File: src/rtl/bch_pkg.sv
// rtl/bch_pkg.sv - shared constants, state type and reference parity for the serial BCH encoder
`ifndef ECC_WORD_SIZE
`define ECC_WORD_SIZE 11
`endif
`ifndef ECC_RED_N_BITS
`define ECC_RED_N_BITS 4
`endif

package bch_pkg;

  localparam int BCH_DATA_W = `ECC_WORD_SIZE;
  localparam int BCH_PAR_W  = `ECC_RED_N_BITS;

  // x^4 + x + 1, MSB is the x^PAR_W coefficient
  localparam logic [BCH_PAR_W:0] BCH_GEN_POLY = 5'b10011;

  typedef enum logic [1:0] {
    ST_IDLE  = 2'd0,
    ST_SHIFT = 2'd1,
    ST_DONE  = 2'd2
  } bch_state_t;

  // Long division of d(x)*x^par_w by poly; returns the remainder
  function automatic logic [63:0] bch_ref_parity(input logic [63:0] data,
                                                 input int data_w,
                                                 input int par_w,
                                                 input logic [64:0] poly);
    logic [127:0] rem;
    logic [63:0]  mask;
    rem  = 128'(data) << par_w;
    mask = (64'd1 << par_w) - 64'd1;
    for (int i = data_w + par_w - 1; i >= par_w; i--) begin
      if (rem[i]) rem = rem ^ (128'(poly) << (i - par_w));
    end
    return rem[63:0] & mask;
  endfunction

endpackage

File: src/rtl/bch_lfsr_step.sv
// rtl/bch_lfsr_step.sv - combinational division step advancing the parity by BPC message bits
module bch_lfsr_step
  import bch_pkg::*;
#(
  parameter int               PAR_W    = BCH_PAR_W,
  parameter logic [PAR_W:0]   GEN_POLY = BCH_GEN_POLY,
  parameter int               BPC      = 1
) (
  input  logic [PAR_W-1:0] parity_in,
  input  logic [BPC-1:0]   bits,
  output logic [PAR_W-1:0] parity_out
);

  logic fb;

  // Clock BPC bits through the divider, highest-index bit first
  always_comb begin
    fb         = 1'b0;
    parity_out = parity_in;
    for (int i = BPC - 1; i >= 0; i--) begin
      fb         = bits[i] ^ parity_out[PAR_W-1];
      parity_out = {parity_out[PAR_W-2:0], 1'b0} ^ (fb ? GEN_POLY[PAR_W-1:0] : '0);
    end
  end

endmodule

File: src/rtl/bch_enc_serial.sv
// rtl/bch_enc_serial.sv - serial systematic BCH encoder with valid/ready handshakes
module bch_enc_serial
  import bch_pkg::*;
#(
  parameter int             DATA_W   = `ECC_WORD_SIZE,
  parameter int             PAR_W    = `ECC_RED_N_BITS,
  parameter logic [PAR_W:0] GEN_POLY = BCH_GEN_POLY,
  parameter int             BPC      = 1
) (
  input  logic              clk,
  input  logic              rst_n,
  input  logic              in_valid,
  output logic              in_ready,
  input  logic [DATA_W-1:0] data_i,
  output logic              out_valid,
  input  logic              out_ready,
  output logic [DATA_W-1:0] data_o,
  output logic [PAR_W-1:0]  ecc_o
);

  localparam int BPC_SAFE = (BPC < 1) ? 1 : BPC;
  localparam int NCYC     = DATA_W / BPC_SAFE;
  localparam int CNT_W    = $clog2(NCYC + 1);

  if (BPC < 1) begin : g_bad_bpc
    $error("bch_enc_serial: BPC must be at least 1");
  end else if ((DATA_W % BPC) != 0) begin : g_bad_div
    $error("bch_enc_serial: DATA_W must be a multiple of BPC");
  end

  bch_state_t         state;
  logic [CNT_W-1:0]   cnt;
  logic [DATA_W-1:0]  msg;
  logic [DATA_W-1:0]  msg_rot;
  logic [PAR_W-1:0]   lfsr;
  logic [PAR_W-1:0]   lfsr_next;

  // The message register rotates rather than shifts, so after NCYC steps
  // it holds the original word again and doubles as the systematic copy.
  assign msg_rot = (msg << BPC_SAFE) | (msg >> (DATA_W - BPC_SAFE));

  assign in_ready  = (state == ST_IDLE);
  assign out_valid = (state == ST_DONE);

  bch_lfsr_step #(
    .PAR_W    (PAR_W),
    .GEN_POLY (GEN_POLY),
    .BPC      (BPC_SAFE)
  ) u_step (
    .parity_in  (lfsr),
    .bits       (msg[DATA_W-1 -: BPC_SAFE]),
    .parity_out (lfsr_next)
  );

  // Accept a word, feed it through the divider, then present it until taken
  always_ff @(posedge clk) begin
    if (!rst_n) begin
      state  <= ST_IDLE;
      cnt    <= '0;
      msg    <= '0;
      lfsr   <= '0;
      data_o <= '0;
      ecc_o  <= '0;
    end else begin
      case (state)
        ST_IDLE: begin
          if (in_valid) begin
            msg   <= data_i;
            lfsr  <= '0;
            cnt   <= '0;
            state <= ST_SHIFT;
          end
        end
        ST_SHIFT: begin
          if (cnt == CNT_W'(NCYC)) begin
            data_o <= msg;
            ecc_o  <= lfsr;
            state  <= ST_DONE;
          end else begin
            msg  <= msg_rot;
            lfsr <= lfsr_next;
            cnt  <= cnt + 1'b1;
          end
        end
        ST_DONE: begin
          if (out_ready) state <= ST_IDLE;
        end
        default: state <= ST_IDLE;
      endcase
    end
  end

endmodule
File: config.mk
export PLATFORM = sky130hd
export DESIGN_NAME = bch_enc_serial
export DESIGN_NICKNAME = d
export VERILOG_FILES = /design/src/rtl/bch_pkg.sv /design/src/rtl/bch_lfsr_step.sv /design/src/rtl/bch_enc_serial.sv
export SDC_FILE = /design/constraint.sdc
export NUM_CORES = 1
export LEC_CHECK = 0
export CAP_MARGIN = 30
export CORE_MARGIN = 1.5
export CORE_UTILIZATION = 46
export DETAILED_ROUTE_END_ITERATION = 16
export PLACE_DENSITY_LB_ADDON = 0.1
export SKIP_CTS_REPAIR_TIMING = 1
export SYNTH_ARGS = -nofsm -noshare
export SYNTH_HDL_FRONTEND = slang
export SYNTH_HIERARCHICAL = 1
export SYNTH_SLANG_ARGS = --single-unit
File: constraint.sdc
create_clock -name clk -period 1.7 [get_ports clk]
set_clock_uncertainty 0.2 [all_clocks]
set_input_delay 0.255 -clock clk [delete_from_list [all_inputs] [get_ports clk]]
set_output_delay 0.255 -clock clk [all_outputs]
set_load 0.01 [all_outputs]
Word-level counts from Yosys, hierarchy flattened:

Index checks and enable logic that the tools add are counted.

* output and inout port bits: 17
* word-level logic and storage cells: 35
* input bits: 15
* register bits: 36

* equal/unequal tests: 7
* $add $sub $neg: 1
* multiplexer cells: 13
* bitwise gates (word level): 3
* reductions and logical operators: 5

Operators with widths (number)
* 2-to-1 mux 11 bit: 2
* case mux 11 bit (2 select lines): 1
* case mux 4 bit (2 select lines): 2
* 2-to-1 mux 4 bit: 3
* bitwise OR 11 x 1 -> 11 bit: 1
* 2-to-1 mux 2 bit: 4
* inequality test 2 bit (second input constant): 3
* case mux 2 bit (3 select lines): 1
* AND reduction 3 bit: 2
* adder 4 x 1 -> 4 bit (second input constant): 1
* == test 4 bit (second input constant): 1
* bitwise XOR 4 bit: 1
* == test 2 x 1 -> 1 bit (second input constant): 1
* == test 2 bit (second input constant): 1
* logical NOT 2 bit: 1
* inequality test 2 x 1 -> 1 bit (second input constant): 1
* AND reduction 2 bit: 1
* nonzero test 2 bit: 1
* bitwise XOR 1 bit: 1

Depth between registers and ports, before layout:

* depth after elaboration: 5
* gate-level depth with buffers: 5
* gate-level depth less buffers: 4

By module:

The synthesis kept the hierarchy.

Modules (own cells, without submodules)
* bch_enc_serial: area an instance 1621.6 µm², instances 1, sequential area each 720.7 µm², cells an instance 168
* bch_lfsr_step: area an instance 55.1 µm², instances 1, sequential area each 0.0 µm², cells an instance 5

Worst setup path after synthesis:

Ideal clock, no wire load.

* kind: flip-flop to flip-flop
* start point: reg cnt[0]
* end point: reg cnt[3]
* required time: 1.360 ns
* data arrival time: 1.254 ns
* setup time: 0.140 ns
* period minus slack after synthesis: 1.594 ns
* path buffers: 0
* path slack: 0.106 ns
* stages on the path, launching flop included: 5
* path through: dfxtp_1 -> ha_1 -> and4b_4 -> nor3_4 -> o221ai_1

* word-level cells in the longest chain between the ends: 3
* elaborated cells on any way between the ends: 6
* those cells by class: add/sub: 1; eq/ne: 2; mux: 2; reduce/logical: 1

Ends and longest elaborated chain
* start, declared: line bch_enc_serial.sv:32 `logic [CNT_W-1:0] cnt;`
* start signal, assigned: line bch_enc_serial.sv:82 `cnt <= cnt + 1'b1;`
* adder 4 x 1 -> 4 bit / == test 4 bit (equally long branches): line bch_enc_serial.sv:82, bch_enc_serial.sv:75
* 2-to-1 mux 4 bit / inequality test 2 bit (equally long branches)
* case mux 4 bit (2 select lines) / AND reduction 3 bit (equally long branches)

Several ways; a longest one is shown, not always the timed one. The select of a mux whose other input is x is not followed.
A chain may end at the register's enable or synchronous reset.

Final worst setup path:

* start point: reg cnt[1]
* end point: reg data_o[6]

* word-level cells in the longest chain between the ends: 2

Ends and longest elaborated chain
* == test 4 bit: line bch_enc_serial.sv:75 `if (cnt == CNT_W'(NCYC)) begin`
* AND reduction 2 bit (no line)
* end signal, assigned: line bch_enc_serial.sv:76 `data_o <= msg;`
* end, declared: line bch_enc_serial.sv:17 `output logic [DATA_W-1:0] data_o,`

No other way between the ends.

==> impl_metrics.csv <==
group,metric,value,unit
critical_path,critPathArrivalTime,1.67,ns
finish,instances_no_fill,253,
finish,multiInputGateArea,870,µm²
critical_path,worst-path-stages,5,
synth,yosysWarnings,6,
cts,path_clk_slew,0.10,ns
detailed_routing,initialDrtViolationCount,80,
min_path,worst_hold_path.num_cells,2,
finish,final_layout_size_suffix_gt1_share,14.0,%
cts,cts-root-buf,"clkbuf_4",
cts,clock_insertion_delay_worst_skew,0.34,ns
finish,filler_cell_count,288,
floorplan,dieHeight,63.4,µm
min_path,hold_critical_path_endpoint,"ecc_o[0]",
critical_path,critical_path.endpoint_type,"flip-flop",
sta,worst_slew_pin_slew,0.460,ns
placed_design,dp.cells,245,
synth,synthesized_area_divided_by_synthesized_cell_count,9.69,µm²
sta,finalSetupViolCount,0,
power,power.leakage,0.00111,µW
critical_path,worst-endpoint-required,1.76,ns
flow_run,drv.max_cap_violation_count,0,
cts,cts_tree,"built",
finish,nNetsFinal,223,
min_path,worst_hold_path_type,"flip-flop to flip-flop",
grt,first_global_vias,1315,
critical_path,r2r_end,"data_o[6]",
grt,initial_antenna_violation_count,0,
sta,grt_setup_unrepaired,"no",
sta,final.setup.worst_slack,0.0949,ns
min_path,worst_hold_startpoint,"ecc_o[0]",
placed_design,place_hpwl,2.41,mm
detailed_routing,route.detailed.vias_per_inst,5.34,
critical_path,worstSetupStartpointType,"flip-flop",
synth,synthCells,173,
finish,layout_commonest_cell,"nand2_1",
finish,antenna-diode-count,0,
finish,most-common-layout-cells,"34 x nand2_1, 33 x dfxtp_1, 31 x mux2i_1",
synth,yosysSeqAreaShare,43.0,%
sta,final_critical_path_time_including_i_o_delays_and_setup,1.61,ns
grt,grt_usage,18.5,%
cts,depth_of_the_cts_h_tree,2,
cts,cts.path.max_buffers,2,
critical_path,path_cells,"ha_4, nand4b_1, nor2_4, buf_12, mux2i_1",
power,p_per_area,673,nW/µm²
finish,register_area,724,µm²
critical_path,slowest_delay,0.40,ns
floorplan,core_area,3420,µm²
sta,finalMaxSlewViolations,0,
sta,timing_hold_violations_final,0,
sta,setup_tns,0,ns
floorplan,die-area,4020,µm²
detailed_routing,detail_route.wl_per_cell,13.7,µm
placed_design,port-buffer-count,31,
critical_path,criticalPathCategory,"flip-flop to flip-flop",
placed_design,minimum_setup_slack_after_placement,-0.261,ns
grt,grt_first_pass_wirelength,5.85,mm
sta,holdWs,0.259,ns
grt,grt.overflow.total,0,
floorplan,die_x,63.4,µm
detailed_routing,vias,1351,
detailed_routing,drt.antenna.violating_nets,0,
floorplan,row_count,21,
critical_path,cp_num_buf_inv,1,
power,worst_ir_drop_vdd,404,µV
floorplan,initial_core_util,49.1,%
detailed_routing,drt_drc_violations_left,0,
critical_path,cp_slowest_cell,"dfxtp_1",
detailed_routing,route.final.wire_length,3.48,mm
critical_path,r2r.worst_path.cells,5,
synth,mappedNetlistArea,1680,µm²
floorplan,io_pins,32,
critical_path,cell_class_contributing_the_biggest_share_of_worst_path_delay,"flip-flops",
critical_path,ff2ff_setup_slack,0.09,ns
power,fin_total_pwr,1490,µW
placed_design,gp_congestion,0.721,
synth,synth.lib_cells_used.distinct,31,
sta,fmax,0.623,GHz
critical_path,r2r-start,"cnt[1]",
critical_path,crit_path_max_fanout,8,
grt,pin_count_of_the_biggest_net_entering_global_routing,29,
finish,syn2layout_area_growth,31.6,%
sta,slew_headroom,69.3,%
cts,tritoncts_num_sinks,36,
sta,finalCritPeriodShare,94.4,%
status,status,"finished, final reports clean",
detailed_routing,drt_first_pass_iters,4,
synth,synth_fp_nets,189,
synth,yosys_register_bits,36,
cts,cts-buffers-inserted,5,
stage by stage:
| step | utilization [%] | cell area, µm² |
|---|---|---|
| 2_1_floorplan | - | 1680 |
| 3_5_place_dp | 61.1 | 2090 |
| 4_1_cts | 62.5 | 2130 |
| 5_1_grt | 64.6 | 2210 |
| 6_report | 64.6 | 2210 |
| 3_3_place_gp | 61.1 | 2090 |
worst max path at each step:
| stage | from | end | slack [ns] |
|---|---|---|---|
| 2_1_floorplan | cnt[0] | cnt[3] | 0.11 |
| 3_3_place_gp | in_valid | cnt[3] | -0.21 |
| 3_5_place_dp | in_valid | cnt[3] | -0.26 |
| 4_1_cts | state[0] | out_valid | -0.28 |
| 5_1_grt | cnt[1] | data_o[6] | 0.03 |
| 6_report | cnt[1] | data_o[6] | 0.09 |
cell type report:
| cell class | count | area share (%) |
|---|---|---|
| clock buffers | 6 | 1.87 |
| multi-input cells | 120 | 39.4 |
| well taps | 46 | 2.61 |
| clock inverters | 1 | 0.227 |
| repair buffers | 43 | 22.9 |
| flip-flops and latches | 36 | 32.8 |
| inverters | 1 | 0.170 |
layer usage:
layer	vias to the layer above	part of all wire, %	global-route usage, %	wire length (µm)
li1	684	-	-	-
met1	632	47	23.1	1620
met2	28	47	30.5	1630
met3	7	5.2	5.71	182
met4	0	1.4	5.71	48
met5	-	0	0	0
cell usage after synthesis:
cell type  count  area [µm²]
dfxtp_1       36         721
nand2_1       34         128
mux2i_1       31         310
o311ai_0      11        96.3
o21ai_1       10        50.1
clkbuf_1       7        26.3
nand3_1        7        35.0
buf_4          5        37.5
buf_2          3        15.0
nor2b_1        3        18.8
o21ai_0        3        15.0
nand3b_1       2        15.0
nand4b_1       2        17.5
nor2_1         2        7.51
and2b_1        1        7.51
and4b_4        1        13.8
buf_12         1        20.0
buf_6          1        11.3
ha_1           1        12.5
inv_1          1        3.75
nand4_1        1        6.26
nor2_4         1        11.3
nor3_4         1        16.3
nor3b_1        1        7.51
o211ai_1       1        7.51
o21a_1         1        7.51
o21ba_2        1        10.0
o221ai_1       1        8.76
or2b_1         1        7.51
xor2_1         1        8.76
xor3_1         1        23.8
power breakdown:
part	total (µW)	internal, µW	switching [µW]
Clock	417	152	265
Combinational	179	96.3	82.3
Sequential	891	869	22.0
state kept, by name (all words and copies together) (netlist names):
| signal | cells |
|---|---|
| cnt | 4 |
| data_o | 11 |
| ecc_o | 4 |
| lfsr | 4 |
| msg | 11 |
| state | 2 |
tightest hold or removal path, cell delays in order (launching register included):
cell and delay [ns]:
dfxtp_1 0.32, nand2_1 0.05, mux2i_1 0.05
cells by family after synthesis:
kind of cell | after synthesis | synth area share [%]
buffers and inverters | 18 | 6.79
muxes | 31 | 18.5
AOI/OAI and AO/OA | 28 | 11.6
and+or+nand+nor | 57 | 17.4
adders and majority gates | 1 | 0.746
xor gates and xnor gates | 2 | 1.94
DFF | 36 | 43.0
(Power assumes the default switching activity.)
